===== src/rtl/calendar_pkg.sv =====
// Shared calendar constants and the mod-7 weekday step helper.
package calendar_pkg;

    localparam int DAY_MIN = 1;
    localparam int DAY_MAX = 31;
    localparam int WD_W    = 3;
    localparam int WD_MOD  = 7;

    localparam int DIM_28 = 28;
    localparam int DIM_29 = 29;
    localparam int DIM_30 = 30;
    localparam int DIM_31 = 31;

    // Next weekday for one step; down wins over up, both low holds.
    function automatic logic [WD_W-1:0] wd_next(input logic [WD_W-1:0] wd,
                                                input logic            up,
                                                input logic            down);
        logic [WD_W-1:0] r;
        r = wd;
        if (down) begin
            r = (wd == '0) ? WD_W'(WD_MOD - 1) : wd - WD_W'(1);
        end else if (up) begin
            r = (wd == WD_W'(WD_MOD - 1)) ? '0 : wd + WD_W'(1);
        end
        return r;
    endfunction

endpackage


===== src/rtl/weekday_ctr.sv =====
// Mod-7 up/down day-of-week counter.
module weekday_ctr
    import calendar_pkg::*;
#(
    parameter int WD_RESET = 0
) (
    input  logic            clk,
    input  logic            rst,
    input  logic            up,
    input  logic            down,
    output logic [WD_W-1:0] q
);

    // Step the weekday once per applied command; down has priority.
    always_ff @(posedge clk or posedge rst) begin
        if (rst) begin
            q <= WD_W'(WD_RESET);
        end else begin
            q <= wd_next(q, up, down);
        end
    end

endmodule


===== src/rtl/counter_ngay.sv =====
// Day-of-month counter: tracks day and weekday, clamps to the month length,
// and emits a carry toward the month counter on automatic wrap.
module counter_ngay
    import calendar_pkg::*;
#(
    parameter int WD_RESET    = 0,
    parameter int DIM_DEFAULT = 31
) (
    input  logic            clk,
    input  logic            rst,
    input  logic            inc_auto,
    input  logic            inc_manual,
    input  logic            dec_manual,
    input  logic [5:0]      dim,
    output logic [4:0]      value,
    output logic            carry_out,
    output logic [WD_W-1:0] weekday,
    output logic            clamp_event
);

    logic [4:0] len_eff;
    logic [4:0] day_eff;
    logic       over;
    logic       do_dec;
    logic       do_inc;
    logic       do_auto;
    logic       any_up;

    // Effective month length, effective day and the prioritised command.
    always_comb begin
        len_eff = 5'(DIM_DEFAULT);
        if (dim >= 6'(DIM_28) && dim <= 6'(DIM_31)) begin
            len_eff = dim[4:0];
        end
        over    = (value > len_eff);
        day_eff = over ? len_eff : value;
        do_dec  = dec_manual;
        do_inc  = !dec_manual && inc_manual;
        do_auto = !dec_manual && !inc_manual && inc_auto;
        any_up  = do_inc || do_auto;
    end

    // Day register plus one-cycle carry and clamp pulses.
    always_ff @(posedge clk or posedge rst) begin
        if (rst) begin
            value       <= 5'(DAY_MIN);
            carry_out   <= 1'b0;
            clamp_event <= 1'b0;
        end else begin
            carry_out   <= 1'b0;
            clamp_event <= over;
            if (do_dec) begin
                value <= (day_eff == 5'(DAY_MIN)) ? len_eff : day_eff - 5'd1;
            end else if (any_up) begin
                if (day_eff == len_eff) begin
                    value     <= 5'(DAY_MIN);
                    carry_out <= do_auto;
                end else begin
                    value <= day_eff + 5'd1;
                end
            end else begin
                value <= day_eff;
            end
        end
    end

    weekday_ctr #(
        .WD_RESET(WD_RESET)
    ) u_weekday (
        .clk (clk),
        .rst (rst),
        .up  (any_up),
        .down(do_dec),
        .q   (weekday)
    );

endmodule


===== config.mk =====
export PLATFORM = sky130hd
export DESIGN_NAME = counter_ngay
export DESIGN_NICKNAME = d
export VERILOG_FILES = /design/src/rtl/calendar_pkg.sv /design/src/rtl/weekday_ctr.sv /design/src/rtl/counter_ngay.sv
export SDC_FILE = /design/constraint.sdc
export NUM_CORES = 1
export LEC_CHECK = 0
export BUFFER_PORTS_ARGS = -buffer_cell sky130_fd_sc_hd__buf_2
export CAP_MARGIN = 20
export CORE_MARGIN = 2
export CORE_UTILIZATION = 23
export CTS_CLUSTER_DIAMETER = 40
export DETAILED_ROUTE_END_ITERATION = 7
export GPL_ROUTABILITY_DRIVEN = 1
export PLACE_DENSITY = 0.39
export SLEW_MARGIN = 20
export SYNTH_ARGS = -nofsm -noshare
export SYNTH_HDL_FRONTEND = slang
export SYNTH_SLANG_ARGS = --single-unit

===== constraint.sdc =====
create_clock -name clk -period 3.3 [get_ports clk]
set_clock_uncertainty 0.1 [all_clocks]
set_input_delay 0.33 -clock clk [delete_from_list [all_inputs] [get_ports clk]]
set_output_delay 0.33 -clock clk [all_outputs]
set_load 0.01 [all_outputs]

==> qor.txt <==
Drc violations - 0
Area growth from synthesis to layout - 30.73%
Share of the synthesized area in the top cell type - 19.82%
H-tree depth - 1
Most used cell, CP - nand2_1
Syn_area_per_cell - 8.173 µm²
Worst endpoint data arrival time - 3.02 ns
Finished Layout Cells - 241
Routability Congestion - 0.8054
Inserted Diodes - 0
Minimum clock period - 2.942 ns
Power per standard cell area - 899.9 nW/µm²
Status - finished, final reports clean
Die W - 74.28 µm
DIE AREA - 5518 µm²
# port buffers - 20
Leak - 0.6476 nW
Max Cap Violations - 0
Syn Std Cell Area - 1136 µm²
Final #Nets - 197
Drt pass-1 iters - 4
Yosys top cell by area - dfrtp_1
Critical setup path kind - reg2reg
DP Wirelength - 2.459 mm
Largest stage delay on the critical path - 0.52 ns
Most frequent cells after synthesis - ha_1 (11), a21oi_1 (9), dfrtp_1 (9), nand2_1 (9), nor2_1 (9)
Share of cells above drive strength 1 - 32.76%
Top FF cell, synth - dfrtp_1
Slew Limit Fails - 0
Slew HR - 59.10%
Iteration-0 DRC Markers - 80
CP max FO - 6
Worst vdd ir - 0.3032 mV
Clk pin slew, worst setup/hold paths - 0.05 ns
Cells after Synth - 139
Setup violators final - 0
Sequential area share after synthesis - 22.14%
# rows - 25
TritonCTS clock tree - built
Yosys warns - 0
Top-count cell post-synth - ha_1
Final Cycle Share - 89.15%
Worst skew pair latency - 0.24 ns
Core Area - 4755 µm²
Slowest-stage cell, CP - dfstp_2
Congestion Overflow GR - 0
Initial antenna violation count - 0
FMAX - 339.9 MHz
First-pass GRT wire length - 5.395 mm
Req. time, crit path - 3.37 ns
Total negative setup slack - 0 ns
Initial Util - 23.89%
Async SR Flop Fraction - 100.0%
Post-DR wirelength/cell - 13.02 µm
Crit. End Element - flop
Crit start category - flop
Top cells by area, synth - dfrtp_1 (20%), ha_1 (12%), a21oi_1 (4.0%), nand3_1 (3.5%), o21ai_0 (3.5%)
Vias in the first global route - 1115
Setup Buffers After CTS - 0
Vias - 1161
TritonCTS buffer count - 3
Hold slack - 0.2738 ns
Die height - 74.28 µm
Clock Tree Root - clkbuf_8
Min-Delay Path Class - in2reg
Clk buf depth - 2
Yosys cell types - 55
Final Hold Fails - 0
RSZ-0062 raised after global routing - no
#FFs+latches synth - 10
Slew of the pin with the lowest slew margin - 0.6112 ns
CTS Sinks - 10
Total GRT Usage - 12.69%
DRT Wirelength - 3.139 mm
DR vias/cell - 4.817
Post-synth EDFFs - 0
# IOs - 21
Antenna viol nets, final - 0
Placed cells - 236
Crit path cell chain - inv_1, ha_2, nor2_2, o2bb2ai_1, o21ai_1, nand2_1, nand2_1, o21a_1, ha_1, nor4b_2, nand2b_1, and2_0, a211oi_1, a22o_1
Largest net degree at the start of global routing - 21
critical path, delay by kind of cell, from the launching register on:
kind | cells | cell delay (ns)
DFF | 1 | 0.52
and+or+nand+nor | 6 | 0.86
AOI/OAI and AO/OA | 5 | 0.83
buffers and inverters | 1 | 0.07
adders and majority gates | 2 | 0.50
cell type report:
class	instances	area (µm²)
repair buffers	37	230.2
well taps	67	83.83
clock buffers	4	45.04
inverters	7	26.28
fillers	517	3269
multi-input cells	116	848.3
flip-flops and latches	10	251.5
kinds of logic (layout without fill, tap and decap cells):
kind of cell / after synthesis / after routing / share of synthesized area [%]
compound gates: 49 / 49 / 32.05
simple gates: 49 / 49 / 24.01
buf+inv: 14 / 48 / 5.177
fa+ha+maj: 11 / 11 / 12.11
flops: 10 / 10 / 22.14
xor+xnor: 3 / 3 / 2.313
mux: 2 / 2 / 1.872
other cells: 1 / 2 / 0.3301
layer usage:
layer / share of wire, % / vias up / GRT usage [%]
met5: 0 / - / 0
met2: 49 / 24 / 22.22
met3: 3.7 / 4 / 1.626
met1: 46 / 542 / 16.41
li1: - / 591 / -
met4: 0.96 / 0 / 3.571
flip-flops by register name, summed over array words and instances (netlist names):
register and count:
carry_out 1, value 5, u_weekday.q 3, clamp_event 1
path summary, 6_finish.rpt:
check	start	cells past startpoint	slack, ns	to
worst min register to register	u_weekday.q[0]$_DFFE_PP0P_	1	0.48	u_weekday.q[0]$_DFFE_PP0P_
worst min-delay path	inc_auto	2	0.27	carry_out$_DFF_PP0_
worst max-delay path	value[0]$_DFF_PP1_	14	0.36	value[0]$_DFF_PP1_
max in group asynchronous	rst	3	2.25	value[0]$_DFF_PP1_
worst max register to register	value[0]$_DFF_PP1_	14	0.36	value[0]$_DFF_PP1_
min in group asynchronous	rst	3	0.52	carry_out$_DFF_PP0_
stage by stage:
step	instance area (µm²)	worst slack (ns)	power, mW	util [%]
6_report	1485	0.3582	1.336	31.24
5_1_grt	1485	0.009082	1.474	31.24
4_1_cts	1479	0.1189	1.328	31.11
3_5_place_dp	1424	-0.05506	1.186	29.95
3_3_place_gp	1424	0.04626	1.188	29.95
2_1_floorplan	1152	0.01191	0.8989	-
what timing repair did:
item,in CTS,in global routing
hold buffers,1,0
endpoints found under the setup margin,0,4
hold endpoints to repair,5,0
gates resized for setup,0,2
power breakdown:
group	switching [mW]	total, mW	internal [mW]
sequential	0.0664	0.252	0.185
combinational	0.503	0.952	0.448
clock	0.0487	0.133	0.0847
total	0.618	1.34	0.718
cell usage in the layout, fill, tap and decap left out, drive strengths merged, types with 2 or more instances in the layout:
cell type  count
a211oi         2
a21oi          9
a311oi         2
a31o           3
a31oi          4
and3           3
buf           36
clkbuf         4
conb           2
dfrtp          9
ha            11
inv            7
nand2          9
nand2b         2
nand3          8
nor2          12
nor3           3
nor4           2
o21a           3
o21ai         10
o31ai          3
or2            2
or3            2
xnor2          2
Note: power is estimated with default switching activity, not from simulation.
